===== src/rtl/mux_scan_n_if.sv =====
// rtl/mux_scan_n_if.sv - channel inputs and registered mux outputs for mux_scan_n
interface mux_scan_n_if #(
  parameter int WIDTH = 8,
  parameter int NCH   = 4
);
  localparam int SEL_W = (NCH > 1) ? $clog2(NCH) : 1;

  logic [NCH*WIDTH-1:0] din;
  logic [SEL_W-1:0]     sel;
  logic                 mode;
  logic                 hold;
  logic [WIDTH-1:0]     y;
  logic                 y_valid;
  logic [SEL_W-1:0]     cur_ch;
  logic                 wrap;

  modport master (output din, sel, mode, hold, input y, y_valid, cur_ch, wrap);
  modport slave  (input din, sel, mode, hold, output y, y_valid, cur_ch, wrap);
endinterface


===== src/rtl/mux_scan_n.sv =====
// rtl/mux_scan_n.sv - registered N-channel mux with manual select and auto-scan modes
module mux_scan_n #(
  parameter int WIDTH = 8,
  parameter int NCH   = 4,
  parameter int DWELL = 4
) (
  input  logic        clk,
  input  logic        rst_n,
  mux_scan_n_if.slave bus
);
  localparam int SEL_W = (NCH > 1) ? $clog2(NCH) : 1;
  localparam int CNT_W = $clog2(DWELL) + 1;

  typedef enum logic {MANUAL, SCAN} state_t;

  state_t           state;
  logic [CNT_W-1:0] dwell_cnt;
  logic [SEL_W-1:0] cur_ch_r;
  logic [WIDTH-1:0] y_r;
  logic             y_valid_r;
  logic             wrap_r;

  logic [CNT_W-1:0] cnt_eff;
  logic [CNT_W-1:0] next_cnt;
  logic [SEL_W-1:0] next_ch;
  logic [WIDTH-1:0] next_data;
  logic             next_valid;
  logic             next_wrap;
  logic             sel_ok;
  logic             at_last_ch;
  logic             at_term;

  always_comb begin
    // The first SCAN edge after MANUAL always starts a fresh dwell.
    cnt_eff    = (state == SCAN) ? dwell_cnt : '0;
    sel_ok     = (32'(bus.sel) < NCH);
    at_last_ch = (32'(cur_ch_r) == NCH - 1);
    at_term    = (32'(cnt_eff) == DWELL - 1);
    next_ch    = cur_ch_r;
    next_cnt   = '0;
    next_valid = 1'b1;
    next_wrap  = 1'b0;
    if (!bus.mode) begin
      if (sel_ok) next_ch = bus.sel;
      else        next_valid = 1'b0;
    end else if (bus.hold) begin
      next_cnt = cnt_eff;
    end else if (!at_term) begin
      next_cnt = cnt_eff + CNT_W'(1);
    end else begin
      next_ch   = at_last_ch ? '0 : cur_ch_r + SEL_W'(1);
      next_wrap = at_last_ch;
    end
  end

  always_comb begin
    next_data = '0;
    for (int k = 0; k < NCH; k++) begin
      if (32'(next_ch) == k) next_data = bus.din[k*WIDTH +: WIDTH];
    end
  end

  always_ff @(posedge clk or negedge rst_n) begin
    if (!rst_n) begin
      state     <= MANUAL;
      dwell_cnt <= '0;
      cur_ch_r  <= '0;
      y_r       <= '0;
      y_valid_r <= 1'b0;
      wrap_r    <= 1'b0;
    end else begin
      state     <= bus.mode ? SCAN : MANUAL;
      dwell_cnt <= next_cnt;
      cur_ch_r  <= next_ch;
      y_r       <= next_valid ? next_data : '0;
      y_valid_r <= next_valid;
      wrap_r    <= next_wrap;
    end
  end

  assign bus.y       = y_r;
  assign bus.y_valid = y_valid_r;
  assign bus.cur_ch  = cur_ch_r;
  assign bus.wrap    = wrap_r;
endmodule


===== src/flat_wrapper.sv =====
// flat-port wrapper written by rule: the top's interface ports become plain ports
module mux_scan_n_flat 
#(
  parameter int WIDTH = 8,
  parameter int NCH   = 4,
  parameter int DWELL = 4
)
  (clk, rst_n, bus_din, bus_sel, bus_mode, bus_hold, bus_y, bus_y_valid, bus_cur_ch, bus_wrap);
  mux_scan_n_if #(.WIDTH(WIDTH), .NCH(NCH)) bus_i ();
  input  logic clk;
  input  logic rst_n;
  input wire logic [$bits(bus_i.din)-1:0] bus_din;
  input wire logic [$bits(bus_i.sel)-1:0] bus_sel;
  input wire logic [$bits(bus_i.mode)-1:0] bus_mode;
  input wire logic [$bits(bus_i.hold)-1:0] bus_hold;
  output wire logic [$bits(bus_i.y)-1:0] bus_y;
  output wire logic [$bits(bus_i.y_valid)-1:0] bus_y_valid;
  output wire logic [$bits(bus_i.cur_ch)-1:0] bus_cur_ch;
  output wire logic [$bits(bus_i.wrap)-1:0] bus_wrap;
  assign bus_i.din = bus_din;
  assign bus_i.sel = bus_sel;
  assign bus_i.mode = bus_mode;
  assign bus_i.hold = bus_hold;
  assign bus_y = bus_i.y;
  assign bus_y_valid = bus_i.y_valid;
  assign bus_cur_ch = bus_i.cur_ch;
  assign bus_wrap = bus_i.wrap;
  mux_scan_n #(.WIDTH(WIDTH), .NCH(NCH), .DWELL(DWELL)) u_core (.clk(clk), .rst_n(rst_n), .bus(bus_i));
endmodule

===== config.mk =====
export PLATFORM = sky130hd
export DESIGN_NAME = mux_scan_n_flat
export DESIGN_NICKNAME = d
export VERILOG_FILES = /design/src/rtl/mux_scan_n_if.sv /design/src/rtl/mux_scan_n.sv /design/src/flat_wrapper.sv
export SDC_FILE = /design/constraint.sdc
export NUM_CORES = 1
export LEC_CHECK = 0
export CORE_MARGIN = 2
export CORE_UTILIZATION = 37
export CTS_BUF_LIST = sky130_fd_sc_hd__clkbuf_4 sky130_fd_sc_hd__clkbuf_8 sky130_fd_sc_hd__clkbuf_16
export DETAILED_ROUTE_END_ITERATION = 16
export PLACE_DENSITY = 0.87
export SYNTH_ARGS = -nofsm -noshare
export SYNTH_HDL_FRONTEND = slang
export SYNTH_SLANG_ARGS = --single-unit

===== constraint.sdc =====
create_clock -name clk -period 2.05 [get_ports clk]
set_input_delay 0.41 -clock clk [delete_from_list [all_inputs] [get_ports clk]]
set_output_delay 0.41 -clock clk [all_outputs]
set_load 0.05 [all_outputs]

-- Word level (Yosys, flattened, before mapping)
Index checks and enable logic that the tools add are counted.
Widths: inputs -> output; s select.
- flip-flop bits (word level): 16
- input port bits: 38
- output and inout bits: 12
- word-level logic and storage cells: 30
- add/sub/neg operators: 2
- eq/ne operators: 5
- mux-type cells: 16
- reductions and logical operators: 1
- operators by type and width (cell ; count):
    $mux 8 ; 4
    $mux 3 ; 4
    $mux 2 ; 4
    $eq 2x2->1 const B ; 3
    $mux 1 ; 4
    $add 3x1->3 const B ; 1
    $eq 3x2->1 const B ; 1
    $add 2x1->2 const B ; 1
    $eq 2x1->1 const B ; 1
    $logic_not 2->1 ; 1

-- Logic depth before layout (Yosys ltp)
- depth in word-level cells: 10
- depth in mapped cells: 9
- gate-level depth less buffers: 8

-- Least setup slack after synthesis
No wires, ideal clock.
- path type: flip-flop to flip-flop
- start point: register u_core.cur_ch_r[0] (netlist: u_core.bus.cur_ch[0])
- end point: register u_core.y_r[6] (netlist: u_core.bus.y[6])
- setup time: 0.130 ns
- arrival time: 1.827 ns
- required time: 1.920 ns
- slack: 0.093 ns
- cell stages (with the launch flop): 8
- buffers on the path: 1
- clock period less this slack: 1.957 ns
- cell sequence: dfrtp_1 ha_1 nor4_4 nor3_4 inv_4 buf_8 mux2i_1 a22oi_1
- longest elaborated chain between the ends: 10
- elaborated cells on any way between the ends: 14
- classes of those cells: 1 x add/sub; 4 x eq/ne; 8 x mux; 1 x reduce/logical
- ends and longest elaborated chain (element ; line ; RTL):
    start: declaration ; mux_scan_n.sv:18 ; logic [SEL_W-1:0] cur_ch_r;
    start signal: assignment ; mux_scan_n.sv:74 ; cur_ch_r <= next_ch;
    $add 2x1->2 or $eq 2x2->1 (tied branches) ; mux_scan_n.sv:51, mux_scan_n.sv:37 ;
    $mux 2 ; mux_scan_n.sv:51 ; next_ch = at_last_ch ? '0 : cur_ch_r + SEL_W'(1);
    $mux 2 ; mux_scan_n.sv:48 ; end else if (!at_term) begin
    $mux 2 (*) ; mux_scan_n.sv:46 ; end else if (bus.hold) begin
    $mux 2 (*) ; mux_scan_n.sv:43 ; if (!bus.mode) begin
    net u_core.next_ch[0] ; mux_scan_n.sv:25 ; logic [SEL_W-1:0] next_ch;
    $logic_not 2->1 ; mux_scan_n.sv:59 ; if (32'(next_ch) == k) next_data = bus.din[k*WIDTH +: WIDTH];
    $mux 8 (3 in series) ; mux_scan_n.sv:59 ;
    $mux 8 (*) ; mux_scan_n.sv:59 ;
    net u_core.next_data[6] ; mux_scan_n.sv:26 ; logic [WIDTH-1:0] next_data;
    end signal: assignment ; mux_scan_n.sv:75 ; y_r <= next_valid ? next_data : '0;
    end: declaration ; mux_scan_n.sv:19 ; logic [WIDTH-1:0] y_r;
Mark *: on every way through the listed nets, which the timed path passes. The rest lies on a longest branch.

-- Worst setup path after layout
- start point: register u_core.cur_ch_r[0] (netlist: u_core.bus.cur_ch[0])
- end point: output bus_cur_ch[0]
- RTL lines (element ; line ; RTL):
    end: declaration ; flat_wrapper.sv:18 ; output wire logic [$bits(bus_i.cur_ch)-1:0] bus_cur_ch;
No word-level cell between the ends.

==> flow_summary_export.csv <==
group,metric,value,unit
status,outcome,"completed",
synthesis,synth_top_area_share,47.34,%
global_routing,grt_pass1_wl,3312,um
pwr,p_leak,0.6096,nW
drt,num_vias,804,
drt,totalWireLength,2102,um
critical_path,crit_family,"buffers and inverters",
sta,max_freq,524.1,MHz
cells_and_area,post-route-util,65.79,%
cells_and_area,antenna_cells,0,
sta,hold_viol,0,
clock_tree,cts_setup_buffers,0,
critical_path,path_buf_inv,1,
floorplan,core.rowCount,17,
critical_path,slowest_delay,0.82,ns
critical_path,critPathSlowestCell,"clkdlybuf4s50_1",
drt,drt_first_iter_violations,7,
sta,slew-limit-headroom,54.42,%
sta,holdWs,0.5373,ns
synthesis,yosysUniqueCellTypes,26,
sta,post-route-period-util,93.08,%
global_routing,grt_max_degree,18,
clock_tree,cts_made_buffers,3,
drt,firstDrtPassIters,4,
placement,place_congestion,0.8302,
global_routing,grt_pass1_vias,819,
critical_path,endpoint_kind,"primary output",
synthesis,ys_seq_area_share,47.34,%
synthesis,ys_ff_latch,16,
cells_and_area,fillers,184,
synthesis,synth_cells,78,
synthesis,syn_area,845.8,um2
floorplan,die_w,51.81,um
drt,wire_per_inst,12.90,um
cells_and_area,regArea,400.4,um2
drt,drc,0,
synthesis,synth_area_leaders,"dfrtp_1 (47%), mux2i_1 (11%), a22oi_1 (7.1%), nand2_1 (4.9%), a21oi_1 (4.7%)",
clock_tree,holdBufCountCts,0,
cells_and_area,multi_input_area,414.1,um2
critical_path,crit_fanout,4,
synthesis,synthesis.nets,118,
critical_path,critPathRequiredTime,1.64,ns
pwr,power,0.8632,mW
critical_path,crit_type,"flip-flop to primary output",
pwr,ir_worst_vdd,0.3638,mV
synthesis,syn_area_per_cell,10.84,um2
clock_tree,cts_tree,"built",
clock_tree,clk_pin_slew,0.08,ns
sta,worst_pin_slew,0.6815,ns
floorplan,fp.coreArea,0.002191,mm2
cells_and_area,stdcell_area,0.001441,mm2
global_routing,grtUsageTotal,16.98,%
drt,route.detailed.vias_per_inst,4.933,
floorplan,start_util,38.61,%
global_routing,overflow,0,
clock_tree,clkSinkCount,16,
pwr,power.density,598.9,mW/mm2
clock_tree,insertion_delay,0.28,ns
cells_and_area,area_growth,70.41,%
placement,placed_area,0.001411,mm2
critical_path,crit_arrival,1.50,ns
floorplan,die_h,51.81,um
sta,worst_clock_skew,0.002432,ns
synthesis,ys.warnings.count,0,
placement,place_hpwl,1649,um
worst_hold_path,hp-class,"input pin to asynchronous set/reset pin",
clock_tree,htree_num_levels,1,
clock_tree,cts_root_buffer,"clkbuf_4",
floorplan,die_area,0.002684,mm2
floorplan,ios,50,
global_routing,antenna_found_initial,0,
sta,drv_slew,0,
critical_path,worstPathCellList,"clkdlybuf4s50_1",
placement,port_buffers,49,
cells_and_area,drive_gt1_share,13.33,%
sta,period_needed,1.908,ns
cells_and_area,nets,177,
critical_path,start_kind,"flip-flop",
job,cap_violations,0,
drt,ant_nets,0,
sta,tns,0,ns
synthesis,yosysTopAreaCell,"dfrtp_1",
sta,rsz0062_at_grt,"no",
clock_tree,cts_buffer_depth,2,
sta,setup_viol,0,
## where the power goes
part	switching (mW)	internal, mW
Combinational	0.187	0.163
Clock	0.0887	0.0681
Sequential	0.0111	0.345
Total	0.287	0.576
## final cells by class
class / instances / area share (%)
Timing Repair Buffer: 56 / 38.54
Sequential cell: 16 / 27.78
Multi-Input combinational cell: 58 / 28.73
Timing Repair inverter: 1 / 0.3472
Tap cell: 28 / 2.431
Inverter: 1 / 0.6076
Clock buffer: 3 / 1.563
## final timing paths
| kind | startpoint | endpoint | slack (ns) | depth (start not counted) |
|---|---|---|---|---|
| setup / recovery | u_core.bus.cur_ch[0] | bus_cur_ch[0] | 0.14 | 1 |
| hold / removal | rst_n | u_core.bus.wrap | 0.54 | 1 |
| setup reg to reg | u_core.state | u_core.bus.y[1] | 0.17 | 8 |
| hold reg to reg | u_core.dwell_cnt[1] | u_core.dwell_cnt[1] | 0.69 | 3 |
| max in group asynchronous | rst_n | u_core.bus.y_valid | 1.08 | 1 |
| min in group clk | bus_din[9] | u_core.bus.y[1] | 0.68 | 3 |
## per-stage QoR
step / std cells / worst slack, ns
floorplan: 78 / 0.09300
global placement: 159 / 0.02667
detailed placement: 159 / -0.03140
CTS: 162 / 0.1122
global route: 163 / 0.003152
finish: 163 / 0.1418
## Yosys cell counts
master / instances
a21oi_1: 8
o21ai_1: 1
xnor2_1: 1
a31oi_2: 1
dfrtp_1: 16
nor3_4: 1
and2_1: 4
nor3_1: 1
conb_1: 1
nor2_1: 1
mux2i_1: 9
and2b_2: 1
nand2b_2: 1
nand2_1: 11
a22oi_1: 8
nand2b_1: 1
nand3_1: 1
buf_2: 1
inv_4: 1
and3_1: 1
nor4_4: 1
buf_8: 1
clkbuf_2: 1
nor2b_1: 2
ha_1: 2
a21oi_2: 1
## logic make-up after synthesis
group	synth area share [%]
simple gates	18.93
fa+ha+maj	2.958
other cells	0.4434
mux	10.65
flops	47.34
buf+inv	3.697
xor+xnor	1.036
compound gates	14.94
## what timing repair did
item	4_1_cts	5_1_grt
hold endpoints to repair	0	0
gates resized for setup	0	1
endpoints found under the setup margin	0	1
## routing by layer
layer | up-vias | GRT usage (%) | part of all wire (%) | routed length, um
li1 | 392 | - | - | -
met1 | 372 | 16.33 | 38 | 804
met2 | 36 | 34.62 | 54 | 1131
met3 | 4 | 4.023 | 6.9 | 145
met4 | 0 | 5.263 | 1.0 | 21
met5 | - | 0 | 0 | 0
## state kept, by name, summed over array words and instances, names as in the netlist
name / flops
u_core.bus.y: 8
u_core.bus.wrap: 1
u_core.bus.cur_ch: 2
u_core.state: 1
u_core.dwell_cnt: 3
u_core.bus.y_valid: 1
## layout by cell type (no fill, tap or decap)
cell type         n
a21oi_1           8
a21oi_2           1
a22oi_1           8
a31oi_2           1
and2_1            4
and2b_2           1
and3_1            1
buf_12            1
buf_4             6
clkbuf_4          3
clkdlybuf4s50_1  49
clkinv_2          1
clkinv_4          1
conb_1            1
dfrtp_1          16
ha_1              2
mux2i_1           9
nand2_1          11
nand2b_1          1
nand2b_2          1
nand3_1           1
nor2_1            1
nor2b_1           2
nor3_1            1
nor3_4            1
nor4_4            1
o21ai_1           1
xnor2_1           1
Power figures use the tool's default switching activity.
